## src/rtl/ps2_pkg.sv

```systemverilog
// Shared types and constants for the PS/2 keyboard receiver.
// Frame states, protocol byte values and the odd-parity helper.
package ps2_pkg;

    typedef enum logic [1:0] {
        IDLE   = 2'd0,
        DATA   = 2'd1,
        PARITY = 2'd2,
        STOP   = 2'd3
    } frame_state_t;

    localparam logic [7:0] PS2_BREAK     = 8'hF0;
    localparam logic [7:0] PS2_EXT       = 8'hE0;
    localparam int         PS2_FRAME_LEN = 11;
    localparam int         PS2_DATA_BITS = 8;

    // PS/2 uses odd parity: data bits plus parity bit carry an odd number of ones.
    function automatic logic parity_ok(input logic [7:0] data, input logic par);
        return ^{data, par};
    endfunction

endpackage

```

## src/rtl/ps2_key_receiver_if.sv

```systemverilog
// Keyboard-data interface between the PS/2 receiver and the game FSM.
// The receiver drives the master side; the game FSM consumes the slave side.
interface ps2_key_receiver_if;

    logic [7:0] oKeyboard_data;
    logic       oKeyboard_data_en;
    logic       oError;

    modport master (
        output oKeyboard_data,
        output oKeyboard_data_en,
        output oError
    );

    modport slave (
        input oKeyboard_data,
        input oKeyboard_data_en,
        input oError
    );

endinterface

```

## src/rtl/ps2_frame_rx.sv

```systemverilog
// PS/2 line front end: synchronisers, clock glitch filter, 11-bit frame FSM
// and inactivity timeout. Reports each completed byte and any frame fault.
//
// state  | meaning
// IDLE   | waiting for a start bit (data low on a PS/2 clock falling edge)
// DATA   | shifting in the 8 data bits, LSB first
// PARITY | capturing the parity bit
// STOP   | checking the stop bit and parity, then back to IDLE
module ps2_frame_rx
    import ps2_pkg::*;
#(
    parameter int FILTER_LEN     = 4,
    parameter int TIMEOUT_CYCLES = 50000
) (
    input  logic       clk,
    input  logic       reset_m,
    input  logic       ps2_clk,
    input  logic       ps2_dat,
    output logic [7:0] rx_byte,
    output logic       byte_valid,
    output logic       frame_err,
    output logic       frame_timeout
);

    localparam int FW = (FILTER_LEN > 1) ? $clog2(FILTER_LEN) : 1;
    localparam int TW = (TIMEOUT_CYCLES > 1) ? $clog2(TIMEOUT_CYCLES) : 1;
    localparam logic [FW-1:0] FLT_LAST = FW'(FILTER_LEN - 1);
    localparam logic [TW-1:0] TO_LOAD  = TW'(TIMEOUT_CYCLES - 1);

    logic [1:0]    clk_sync;
    logic [1:0]    dat_sync;
    logic          clk_s;
    logic          dat_s;
    logic [FW-1:0] flt_cnt;
    logic          clk_flt;
    logic          clk_flt_q;
    logic          fall;
    logic [TW-1:0] to_cnt;
    logic          timeout;
    logic          frame_end;
    logic          frame_good;

    frame_state_t  state;
    logic [2:0]    bit_cnt;
    logic [7:0]    shift;
    logic          par_bit;

    assign clk_s = clk_sync[1];
    assign dat_s = dat_sync[1];

    always_ff @(posedge clk or negedge reset_m) begin
        if (!reset_m) begin
            clk_sync <= 2'b11;
            dat_sync <= 2'b11;
        end else begin
            clk_sync <= {clk_sync[0], ps2_clk};
            dat_sync <= {dat_sync[0], ps2_dat};
        end
    end

    // The filtered clock flips only after FILTER_LEN consecutive disagreeing samples.
    always_ff @(posedge clk or negedge reset_m) begin
        if (!reset_m) begin
            flt_cnt   <= '0;
            clk_flt   <= 1'b1;
            clk_flt_q <= 1'b1;
        end else begin
            clk_flt_q <= clk_flt;
            if (clk_s == clk_flt) begin
                flt_cnt <= '0;
            end else if (flt_cnt == FLT_LAST) begin
                flt_cnt <= '0;
                clk_flt <= clk_s;
            end else begin
                flt_cnt <= flt_cnt + 1'b1;
            end
        end
    end

    assign fall = clk_flt_q & ~clk_flt;

    // Down-counter reloaded on every edge; reaching zero mid-frame is the timeout.
    always_ff @(posedge clk or negedge reset_m) begin
        if (!reset_m) begin
            to_cnt <= TO_LOAD;
        end else if (state == IDLE || fall || timeout) begin
            to_cnt <= TO_LOAD;
        end else begin
            to_cnt <= to_cnt - 1'b1;
        end
    end

    assign timeout = (state != IDLE) && !fall && (to_cnt == '0);

    always_ff @(posedge clk or negedge reset_m) begin
        if (!reset_m) begin
            state   <= IDLE;
            bit_cnt <= '0;
            shift   <= '0;
            par_bit <= 1'b0;
        end else if (timeout) begin
            state <= IDLE;
        end else if (fall) begin
            case (state)
                IDLE: begin
                    if (!dat_s) begin
                        state   <= DATA;
                        bit_cnt <= '0;
                    end
                end
                DATA: begin
                    shift   <= {dat_s, shift[7:1]};
                    bit_cnt <= bit_cnt + 1'b1;
                    if (bit_cnt == 3'(PS2_DATA_BITS - 1)) begin
                        state <= PARITY;
                    end
                end
                PARITY: begin
                    par_bit <= dat_s;
                    state   <= STOP;
                end
                STOP: begin
                    state <= IDLE;
                end
                default: state <= IDLE;
            endcase
        end
    end

    assign frame_end     = fall && (state == STOP);
    assign frame_good    = dat_s && parity_ok(shift, par_bit);
    assign rx_byte       = shift;
    assign byte_valid    = frame_end && frame_good;
    assign frame_timeout = timeout;
    assign frame_err     = (frame_end && !frame_good) || timeout;

endmodule

```

## src/rtl/ps2_key_receiver.sv

```systemverilog
// PS/2 keyboard receiver: turns raw PS/2 frames into one code strobe per key
// press, suppressing break sequences and extended prefixes.
module ps2_key_receiver
    import ps2_pkg::*;
#(
    parameter int FILTER_LEN     = 4,
    parameter int TIMEOUT_CYCLES = 50000
) (
    input  logic                 clk,
    input  logic                 reset_m,
    input  logic                 iPS2_clk,
    input  logic                 iPS2_dat,
    ps2_key_receiver_if.master   kbd
);

    logic [7:0] rx_byte;
    logic       byte_valid;
    logic       frame_err;
    logic       frame_timeout;

    logic       brk;
    logic [7:0] key_data;
    logic       key_en;
    logic       err_q;

    ps2_frame_rx #(
        .FILTER_LEN     (FILTER_LEN),
        .TIMEOUT_CYCLES (TIMEOUT_CYCLES)
    ) u_frame_rx (
        .clk           (clk),
        .reset_m       (reset_m),
        .ps2_clk       (iPS2_clk),
        .ps2_dat       (iPS2_dat),
        .rx_byte       (rx_byte),
        .byte_valid    (byte_valid),
        .frame_err     (frame_err),
        .frame_timeout (frame_timeout)
    );

    // A corrupted frame may have been the release byte itself, so drop any
    // pending break; a timeout says nothing about the byte stream and keeps it.
    always_ff @(posedge clk or negedge reset_m) begin
        if (!reset_m) begin
            brk      <= 1'b0;
            key_data <= 8'h00;
            key_en   <= 1'b0;
            err_q    <= 1'b0;
        end else begin
            key_en <= 1'b0;
            err_q  <= frame_err;
            if (frame_err && !frame_timeout) begin
                brk <= 1'b0;
            end else if (byte_valid) begin
                if (rx_byte == PS2_BREAK) begin
                    brk <= 1'b1;
                end else if (rx_byte == PS2_EXT) begin
                    brk <= brk;
                end else if (brk) begin
                    brk <= 1'b0;
                end else begin
                    key_data <= rx_byte;
                    key_en   <= 1'b1;
                end
            end
        end
    end

    assign kbd.oKeyboard_data    = key_data;
    assign kbd.oKeyboard_data_en = key_en;
    assign kbd.oError            = err_q;

endmodule

```

## src/flat_wrapper.sv

```systemverilog
// flat-port wrapper written by rule: the top's interface ports become plain ports
module ps2_key_receiver_flat import ps2_pkg::*;
#(
    parameter int FILTER_LEN     = 4,
    parameter int TIMEOUT_CYCLES = 50000
)
  (clk, reset_m, iPS2_clk, iPS2_dat, kbd_oKeyboard_data, kbd_oKeyboard_data_en, kbd_oError);
  ps2_key_receiver_if kbd_i ();
  input  logic clk;
  input  logic reset_m;
  input  logic iPS2_clk;
  input  logic iPS2_dat;
  output wire logic [$bits(kbd_i.oKeyboard_data)-1:0] kbd_oKeyboard_data;
  output wire logic [$bits(kbd_i.oKeyboard_data_en)-1:0] kbd_oKeyboard_data_en;
  output wire logic [$bits(kbd_i.oError)-1:0] kbd_oError;
  assign kbd_oKeyboard_data = kbd_i.oKeyboard_data;
  assign kbd_oKeyboard_data_en = kbd_i.oKeyboard_data_en;
  assign kbd_oError = kbd_i.oError;
  ps2_key_receiver #(.FILTER_LEN(FILTER_LEN), .TIMEOUT_CYCLES(TIMEOUT_CYCLES)) u_core (.clk(clk), .reset_m(reset_m), .iPS2_clk(iPS2_clk), .iPS2_dat(iPS2_dat), .kbd(kbd_i));
endmodule
```

## config.mk

```make
export PLATFORM = sky130hd
export DESIGN_NAME = ps2_key_receiver_flat
export DESIGN_NICKNAME = d
export VERILOG_FILES = /design/src/rtl/ps2_pkg.sv /design/src/rtl/ps2_key_receiver_if.sv /design/src/rtl/ps2_frame_rx.sv /design/src/rtl/ps2_key_receiver.sv /design/src/flat_wrapper.sv
export SDC_FILE = /design/constraint.sdc
export NUM_CORES = 1
export LEC_CHECK = 0
export CAP_MARGIN = 15
export CORE_MARGIN = 3
export CORE_UTILIZATION = 35
export DETAILED_ROUTE_END_ITERATION = 7
export GPL_ROUTABILITY_DRIVEN = 0
export REMOVE_ABC_BUFFERS = 1
export SYNTH_ARGS = -nofsm -noshare
export SYNTH_HDL_FRONTEND = slang
export SYNTH_SLANG_ARGS = --single-unit
```

## constraint.sdc

```tcl
create_clock -name clk -period 1.89 [get_ports clk]
set_clock_uncertainty 0.15 [all_clocks]
set_input_delay 0.567 -clock clk [delete_from_list [all_inputs] [get_ports clk]]
set_output_delay 0.567 -clock clk [all_outputs]
set_load 0.1 [all_outputs]
```

==> results of run 1 <==
cell usage in the layout, fill, tap and decap left out, drive strengths merged, types with 3 or more instances in the layout:
cell,count
a21oi,7
a22o,3
buf,42
clkbuf,6
dfrtp,34
dfstp,15
ha,10
inv,5
mux2,17
nand2,21
nand3,5
nor2,5
nor3,7
nor4,3
o2111ai,3
o21ai,6
o31ai,3
or3,5
xnor2,6
xor2,5
cell type report:
| cell class | instances | area, µm² |
|---|---|---|
| clock buffers | 6 | 72.6 |
| clock inverters | 2 | 38.8 |
| fillers | 489 | 2940 |
| inverters | 5 | 18.8 |
| multi-input cells | 132 | 1240 |
| flip-flops and latches | 49 | 1250 |
| well taps | 75 | 93.8 |
| repair buffers | 44 | 478 |
worst min path at each step:
stage,endpoint,slack (ns),cells after the start
floorplan,u_core.brk,0.12,0
global placement,u_core.u_frame_rx.dat_sync[1],0.20,0
detailed placement,u_core.u_frame_rx.dat_sync[1],0.20,0
CTS,u_core.u_frame_rx.to_cnt[5],0.09,2
global route,u_core.brk,0.09,2
finish,u_core.u_frame_rx.to_cnt[10],0.08,2
cells in the mapped netlist, drive strengths merged:
library cell,count
nor4b,1
xnor3,2
a22oi,1
or2,1
ha,10
dfstp,15
o2111ai,3
nor2,5
mux2i,1
or4,2
and2,1
nand2b,2
inv,5
nand2,21
nand3,5
clkbuf,2
nor4,3
nor4bb,1
or3,5
or4b,1
mux2,17
nand4,2
and4,1
xor2,5
a22o,3
nor3,7
a31oi,1
xor3,1
dfrtp,34
a21oi,7
o221ai,2
nand3b,1
o31ai,3
nor2b,2
o211ai,1
o21ai,6
nand4b,1
xnor2,6
sequential cells by signal (all words and copies together) (netlist names), 2 cells and up:
signal	flops
u_core.u_frame_rx.state	2
u_core.u_frame_rx.clk_sync	2
u_core.u_frame_rx.dat_sync	2
u_core.u_frame_rx.bit_cnt	3
u_core.u_frame_rx.rx_byte	8
u_core.u_frame_rx.flt_cnt	2
u_core.u_frame_rx.to_cnt	16
u_core.kbd.oKeyboard_data	8
cell families (layout without fill, tap and decap cells):
| logic type | Yosys count | count (layout) | synth area share |
|---|---|---|---|
| AO/OA/AOI/OAI | 27 | 27 | 0.0780 |
| XOR/XNOR | 14 | 14 | 0.0758 |
| adder cells (fa/ha/maj) | 10 | 10 | 0.0545 |
| buffers and inverters | 7 | 57 | 0.0115 |
| flip-flops | 49 | 49 | 0.543 |
| multiplexers | 18 | 19 | 0.0932 |
| AND/OR/NAND/NOR | 62 | 62 | 0.144 |
layer usage:
layer  vias up  global-route usage
li1        779                   -
met1       782               0.181
met2        18               0.194
met3         6              0.0312
met4         0              0.0453
met5         -                   0
timing repair:
action	in CTS	in global routing
hold endpoints to repair	0	0
cloned	1	1
endpoints found under the setup margin	10	23
resized for setup	13	34
pin swaps	4	6
buffers inserted	0	7
through the flow:
step           hold WS, ns  utilization  setup TNS [ns]  total power [mW]
5_1_grt             0.0933        0.521           -2.33              5.02
3_5_place_dp         0.197        0.455           -1.82              3.39
6_report            0.0776        0.521           -1.50              4.73
2_1_floorplan        0.121            -           -1.43              2.72
4_1_cts             0.0875        0.489           -1.43              4.35
3_3_place_gp         0.197        0.455           -1.59              3.37
where the power goes:
group	switching, mW	leakage [nW]	internal (mW)
Clock	0.359	0.0554	0.398
Sequential	0.192	0.616	1.32
Combinational	1.22	0.688	1.24
Total	1.77	1.36	2.96
==> metrics.txt, run 1 <==
# TYPE chip_impl_metric gauge
chip_impl_info{name="run_status",value="complete, but fails checks"} 1
chip_impl_info{name="failed_checks",value="negative setup slack"} 1
chip_impl_metric{name="worst_slack",unit="ns"} -0.219
chip_impl_metric{name="grt_antenna_before_repair",unit=""} 0
chip_impl_metric{name="met1Wirelength",unit="mm"} 2.27
chip_impl_metric{name="critical-path-max-stage-delay",unit="ns"} 0.37
chip_impl_metric{name="crit_cells",unit=""} 6
chip_impl_metric{name="maxSlewHeadroom",unit=""} 0.777
chip_impl_metric{name="ys_ff_latch",unit=""} 49
chip_impl_info{name="worst_path_max_delay_cell",value="sky130_fd_sc_hd__dfrtp_1"} 1
chip_impl_metric{name="layout.nets",unit=""} 251
chip_impl_metric{name="avgViaCountPerCell",unit=""} 5.06
chip_impl_metric{name="worst-path-max-fanout",unit=""} 5
chip_impl_metric{name="synth_unique_cells",unit=""} 40
chip_impl_info{name="critical-path-top-delay-family",value="multiplexers"} 1
chip_impl_metric{name="insertedDiodeCount",unit=""} 0
chip_impl_metric{name="die_span_y",unit="µm"} 87.0
chip_impl_metric{name="first_global_vias",unit=""} 1609
chip_impl_metric{name="fp.dieArea",unit="mm²"} 0.00756
chip_impl_metric{name="hold_buffer_count_at_cts",unit=""} 0
chip_impl_metric{name="core_area",unit="mm²"} 0.00613
chip_impl_metric{name="avgRoutedWirePerCell",unit="µm"} 14.8
chip_impl_info{name="setup.worst_path.class",value="reg2reg"} 1
chip_impl_metric{name="die_width",unit="µm"} 87.0
chip_impl_metric{name="groute.usage.overall",unit=""} 0.129
chip_impl_info{name="clock_tree_from_tritoncts",value="built"} 1
chip_impl_metric{name="port-buffer-count",unit=""} 13
chip_impl_metric{name="met3RoutedLength",unit="µm"} 105
chip_impl_metric{name="dr.pass1.iters",unit=""} 4
chip_impl_metric{name="warnings_from_yosys",unit=""} 0
chip_impl_metric{name="power_density",unit="mW/mm²"} 1480
chip_impl_info{name="worst_setup_path_end_kind",value="flop"} 1
chip_impl_info{name="synth_top_cells_by_area",value="sky130_fd_sc_hd__dfrtp_1 (37%), sky130_fd_sc_hd__dfstp_2 (17%), sky130_fd_sc_hd__mux2_2 (8.3%)"} 1
chip_impl_metric{name="antenna_violating_nets_post_route",unit=""} 0
chip_impl_metric{name="r2r_slack",unit="ns"} -0.22
chip_impl_metric{name="final_layout_size_suffix_gt1_frac",unit=""} 0.496
chip_impl_metric{name="timing.critical_path.required",unit="ns"} 1.94
chip_impl_info{name="crit-reg2reg-launch",value="u_core.u_frame_rx.state[1]"} 1
chip_impl_info{name="grt_setup_unrepaired",value="yes"} 1
chip_impl_metric{name="timing.reg2reg.worst_path_depth",unit=""} 6
chip_impl_info{name="top_layer_used",value="met4"} 1
chip_impl_metric{name="cts_inserted_buffers",unit=""} 5
chip_impl_metric{name="grt_first_pass_wirelength",unit="mm"} 7.65
chip_impl_metric{name="grt-ovfl-total",unit=""} 0
chip_impl_metric{name="tritoncts_num_sinks",unit=""} 49
chip_impl_metric{name="area_after_dpl",unit="mm²"} 0.00279
chip_impl_metric{name="place.detailed.instances",unit=""} 296
chip_impl_metric{name="floorplan.io_pins",unit=""} 14
chip_impl_metric{name="initialDrtViolationCount",unit=""} 86
chip_impl_metric{name="wl_met2",unit="mm"} 2.18
chip_impl_metric{name="post-place-ws",unit="ns"} -0.231
chip_impl_info{name="r2r-end",value="u_core.kbd.oKeyboard_data[6]"} 1
chip_impl_metric{name="worst-endpoint-arrival",unit="ns"} 2.16
chip_impl_metric{name="maxClockFrequency",unit="MHz"} 474
chip_impl_metric{name="grt_max_degree",unit=""} 50
chip_impl_metric{name="initial_utilization",unit=""} 0.374
chip_impl_metric{name="drc_errors",unit=""} 0
chip_impl_metric{name="drt-total-wl",unit="mm"} 4.62
chip_impl_metric{name="final_cell_count_no_fill",unit=""} 313
chip_impl_metric{name="timing_worst_slew_pin_value",unit="ns"} 0.331
chip_impl_metric{name="dpl.hpwl",unit="mm"} 2.84
chip_impl_metric{name="synth_top_area_share",unit=""} 0.371
chip_impl_info{name="holdCritPathClass",value="in2async"} 1
chip_impl_info{name="timing.critical_path.from",value="u_core.u_frame_rx.state[1]"} 1
chip_impl_metric{name="setup_viol_count_final",unit=""} 9
chip_impl_metric{name="maxSlewViolCount",unit=""} 0
chip_impl_info{name="critical_path.endpoint",value="u_core.kbd.oKeyboard_data[6]"} 1
chip_impl_metric{name="p_leak",unit="nW"} 1.36
chip_impl_metric{name="cts_htree_levels",unit=""} 2
chip_impl_metric{name="maxCapViolCount",unit=""} 0
chip_impl_metric{name="synthesis.instances",unit=""} 187
chip_impl_metric{name="finalHoldViolCount",unit=""} 0
chip_impl_metric{name="worst_skew_pair.late_latency",unit="ns"} 0.31
chip_impl_metric{name="finalWorstPathRequiredPeriod",unit="ns"} 2.11
chip_impl_metric{name="layout.cell_area.non_filler",unit="mm²"} 0.00319
chip_impl_metric{name="row_count",unit=""} 28
chip_impl_metric{name="cts-root-to-sink-buffers",unit=""} 2
chip_impl_info{name="root_buffer",value="sky130_fd_sc_hd__clkbuf_8"} 1
chip_impl_metric{name="cts.reportedPaths.clkPinSlew",unit="ns"} 0.09
chip_impl_metric{name="synth.yosys.seq_area_share",unit=""} 0.543
chip_impl_metric{name="final_min_period_over_clock_period",unit=""} 1.12
chip_impl_info{name="synth_top_cell_by_area",value="sky130_fd_sc_hd__dfrtp_1"} 1
chip_impl_info{name="setup.worst_path.start_class",value="flop"} 1
chip_impl_metric{name="via_count",unit=""} 1585
chip_impl_metric{name="synthesis.area_per_instance",unit="µm²"} 12.3
chip_impl_metric{name="max-vdd-ir-drop",unit="V"} 0.000704
chip_impl_info{name="critical_path_cell_sequence",value="ha_2 -> nor4bb_4 -> buf_4 -> o2111ai_4 -> mux2i_4 -> mux2_2"} 1
chip_impl_metric{name="critical_path.n_buffers_inverters",unit=""} 1
chip_impl_metric{name="flow.area_growth_from_synthesis",unit="%"} 39.1
chip_impl_metric{name="synthesis.area",unit="mm²"} 0.00229
Power figures use the tool's default switching activity.
==> run 2, diff against run 1 <==
==> constraint.sdc (replaced) <==
create_clock -name clk -period 1.89 [get_ports clk]
set_clock_uncertainty 0.15 [all_clocks]
set_input_delay 0.567 -clock clk [delete_from_list [all_inputs] [get_ports clk]]
set_output_delay 0.567 -clock clk [all_outputs]
set_load 0.005 [all_outputs]
==> run 2 against run 1 <==
The run still ends with negative setup slack left. First-iteration DRC count up 7.0%. Core utilization down 1.7 points. Total power down 12%. Global-route usage about the same. Critical endpoint is now u_core.kbd.oKeyboard_data[7].
==> metrics.txt, run 2 (synthesis results as in run 1) <==
# TYPE chip_impl_metric gauge
chip_impl_metric{name="layout.cell_area.non_filler",unit="mm²"} 0.00309
chip_impl_metric{name="first_global_vias",unit=""} 1651
chip_impl_metric{name="maxSlewViolCount",unit=""} 0
chip_impl_metric{name="worst_skew_pair.late_latency",unit="ns"} 0.30
chip_impl_metric{name="row_count",unit=""} 28
chip_impl_metric{name="die_width",unit="µm"} 87.0
chip_impl_metric{name="maxCapViolCount",unit=""} 0
chip_impl_metric{name="layout.nets",unit=""} 250
chip_impl_metric{name="fp.dieArea",unit="mm²"} 0.00756
chip_impl_metric{name="antenna_violating_nets_post_route",unit=""} 0
chip_impl_metric{name="dr.pass1.iters",unit=""} 4
chip_impl_metric{name="via_count",unit=""} 1604
chip_impl_metric{name="groute.usage.overall",unit=""} 0.129
chip_impl_metric{name="largest_register_ffs",unit=""} 16
chip_impl_metric{name="post-layout-total-power",unit="mW"} 4.16
chip_impl_metric{name="worst-endpoint-arrival",unit="ns"} 2.17
chip_impl_metric{name="cts.reportedPaths.clkPinSlew",unit="ns"} 0.09
chip_impl_metric{name="cts_inserted_buffers",unit=""} 5
chip_impl_metric{name="core_area",unit="mm²"} 0.00613
chip_impl_metric{name="finalWorstPathRequiredPeriod",unit="ns"} 2.13
chip_impl_metric{name="worst-path-max-fanout",unit=""} 5
chip_impl_metric{name="finalHoldViolCount",unit=""} 0
chip_impl_metric{name="max-vdd-ir-drop",unit="V"} 0.000509
chip_impl_metric{name="cts_htree_levels",unit=""} 2
chip_impl_metric{name="port-buffer-count",unit=""} 13
chip_impl_metric{name="finalCoreUtilization",unit=""} 0.503
chip_impl_info{name="registers.top_by_ff_count",value="u_core.u_frame_rx.to_cnt"} 1
chip_impl_metric{name="worst_slack",unit="ns"} -0.237
chip_impl_metric{name="floorplan.io_pins",unit=""} 14
chip_impl_metric{name="grt-ovfl-total",unit=""} 0
chip_impl_metric{name="tritoncts_num_sinks",unit=""} 49
chip_impl_metric{name="avgRoutedWirePerCell",unit="µm"} 14.7
chip_impl_info{name="setup.worst_path.start_class",value="flop"} 1
chip_impl_info{name="grt_setup_unrepaired",value="yes"} 1
chip_impl_metric{name="drt-total-wl",unit="mm"} 4.59
chip_impl_metric{name="place.detailed.instances",unit=""} 296
chip_impl_info{name="holdCritPathClass",value="in2async"} 1
chip_impl_info{name="run_status",value="complete, but fails checks"} 1
chip_impl_metric{name="final_layout_size_suffix_gt1_frac",unit=""} 0.447
chip_impl_info{name="failed_checks",value="negative setup slack"} 1
chip_impl_info{name="clock_tree_from_tritoncts",value="built"} 1
chip_impl_metric{name="final_min_period_over_clock_period",unit=""} 1.13
chip_impl_info{name="setup.worst_path.class",value="reg2reg"} 1
chip_impl_metric{name="initialDrtViolationCount",unit=""} 92
chip_impl_metric{name="initial_utilization",unit=""} 0.374
chip_impl_metric{name="power_density",unit="mW/mm²"} 1350
chip_impl_info{name="worst_setup_path_end_kind",value="flop"} 1
chip_impl_info{name="most_common_cell_after_layout_fill_and_taps_aside",value="sky130_fd_sc_hd__dfrtp_1"} 1
chip_impl_metric{name="avgViaCountPerCell",unit=""} 5.14
chip_impl_metric{name="insertedDiodeCount",unit=""} 0
chip_impl_metric{name="timing.critical_path.required",unit="ns"} 1.94
chip_impl_metric{name="grt_max_degree",unit=""} 50
chip_impl_metric{name="p_leak",unit="nW"} 1.43
chip_impl_metric{name="final_cell_count_no_fill",unit=""} 312
chip_impl_metric{name="setup_viol_count_final",unit=""} 9
chip_impl_metric{name="grt_first_pass_wirelength",unit="mm"} 7.69
chip_impl_metric{name="dpl.hpwl",unit="mm"} 3.00
chip_impl_metric{name="maxClockFrequency",unit="MHz"} 470
chip_impl_metric{name="drc_errors",unit=""} 0
chip_impl_metric{name="flow.area_growth_from_synthesis",unit="%"} 34.5
chip_impl_metric{name="area_after_dpl",unit="mm²"} 0.00269
chip_impl_metric{name="maxSlewHeadroom",unit=""} 0.783
chip_impl_metric{name="timing_worst_slew_pin_value",unit="ns"} 0.323
chip_impl_metric{name="die_span_y",unit="µm"} 87.0
chip_impl_info{name="final_cell_mix",value="sky130_fd_sc_hd__dfrtp_1 (34), sky130_fd_sc_hd__buf_4 (27), sky130_fd_sc_hd__nand2_1 (20)"} 1
chip_impl_metric{name="cts-root-to-sink-buffers",unit=""} 2
chip_impl_info{name="root_buffer",value="sky130_fd_sc_hd__clkbuf_8"} 1
chip_impl_metric{name="grt_antenna_before_repair",unit=""} 0
run 2: routing by layer:
metal	up-vias	track usage	routed length, µm
li1	785	-	-
met1	795	0.175	2220
met2	20	0.205	2200
met3	4	0.0255	98
met4	0	0.0467	72
met5	-	0	0
run 2: path summary, 6_finish.rpt:
check,from,end,slack (ns),cells after the start
hold reg to reg,u_core.u_frame_rx.dat_sync[0],u_core.u_frame_rx.dat_sync[1],0.21,0
setup / recovery,u_core.u_frame_rx.state[0],u_core.kbd.oKeyboard_data[7],-0.24,6
min in group clk,u_core.u_frame_rx.dat_sync[0],u_core.u_frame_rx.dat_sync[1],0.21,0
setup reg to reg,u_core.u_frame_rx.state[0],u_core.kbd.oKeyboard_data[7],-0.24,6
hold / removal,reset_m,u_core.brk,0.09,2
max in group asynchronous,reset_m,u_core.u_frame_rx.to_cnt[2],1.22,2
run 2: report_power, final:
group | total [mW] | internal [mW] | switching, mW
combinational | 2.06 | 1.11 | 0.952
clock | 0.613 | 0.264 | 0.349
sequential | 1.49 | 1.32 | 0.172
total | 4.16 | 2.69 | 1.47
run 2: stage by stage:
step                      TNS, ns  hold WS [ns]  worst slack [ns]
after floorplan             -1.42         0.121           -0.0980
after global placement      -1.55         0.196            -0.190
after detailed placement    -2.30         0.197            -0.281
after CTS                   -1.57        0.0974            -0.214
after global routing        -2.46         0.101            -0.318
final                       -1.72        0.0913            -0.237
run 2: what timing repair did:
| action | CTS | global route |
|---|---|---|
| pin swaps | 2 | 6 |
| hold buffers | 0 | 0 |
| buffers inserted | 2 | 4 |
| endpoints found under the setup margin | 17 | 33 |
| gates cloned | 1 | 1 |
| resized for setup | 22 | 33 |
run 2: area by class of cell:
class,count,area [µm²]
multi-input combinational,132,1260
tap,75,93.8
inverter,5,18.8
fill,529,3050
clock buffer,6,72.6
sequential,49,1240
timing repair buffer,43,378
clock inverter,2,13.8
run 2: worst max-delay path, cell delays in order, from the launching register on:
cell and delay, ns:
sky130_fd_sc_hd__dfrtp_1 0.37, sky130_fd_sc_hd__ha_2 0.21, sky130_fd_sc_hd__nor4bb_4 0.28, sky130_fd_sc_hd__buf_4 0.18
sky130_fd_sc_hd__o2111ai_4 0.17, sky130_fd_sc_hd__mux2i_4 0.29, sky130_fd_sc_hd__mux2_2 0.37
==> run 3, diff against run 2 <==
--- a/config.mk
+++ b/config.mk
@@ -9,7 +9,6 @@
 export CORE_MARGIN = 3
 export CORE_UTILIZATION = 35
 export DETAILED_ROUTE_END_ITERATION = 7
-export GPL_ROUTABILITY_DRIVEN = 0
 export REMOVE_ABC_BUFFERS = 1
 export SYNTH_ARGS = -nofsm -noshare
 export SYNTH_HDL_FRONTEND = slang
==> results of run 3 <==
Same layout as run 2: the final DEF is identical, and so are final timing and power.
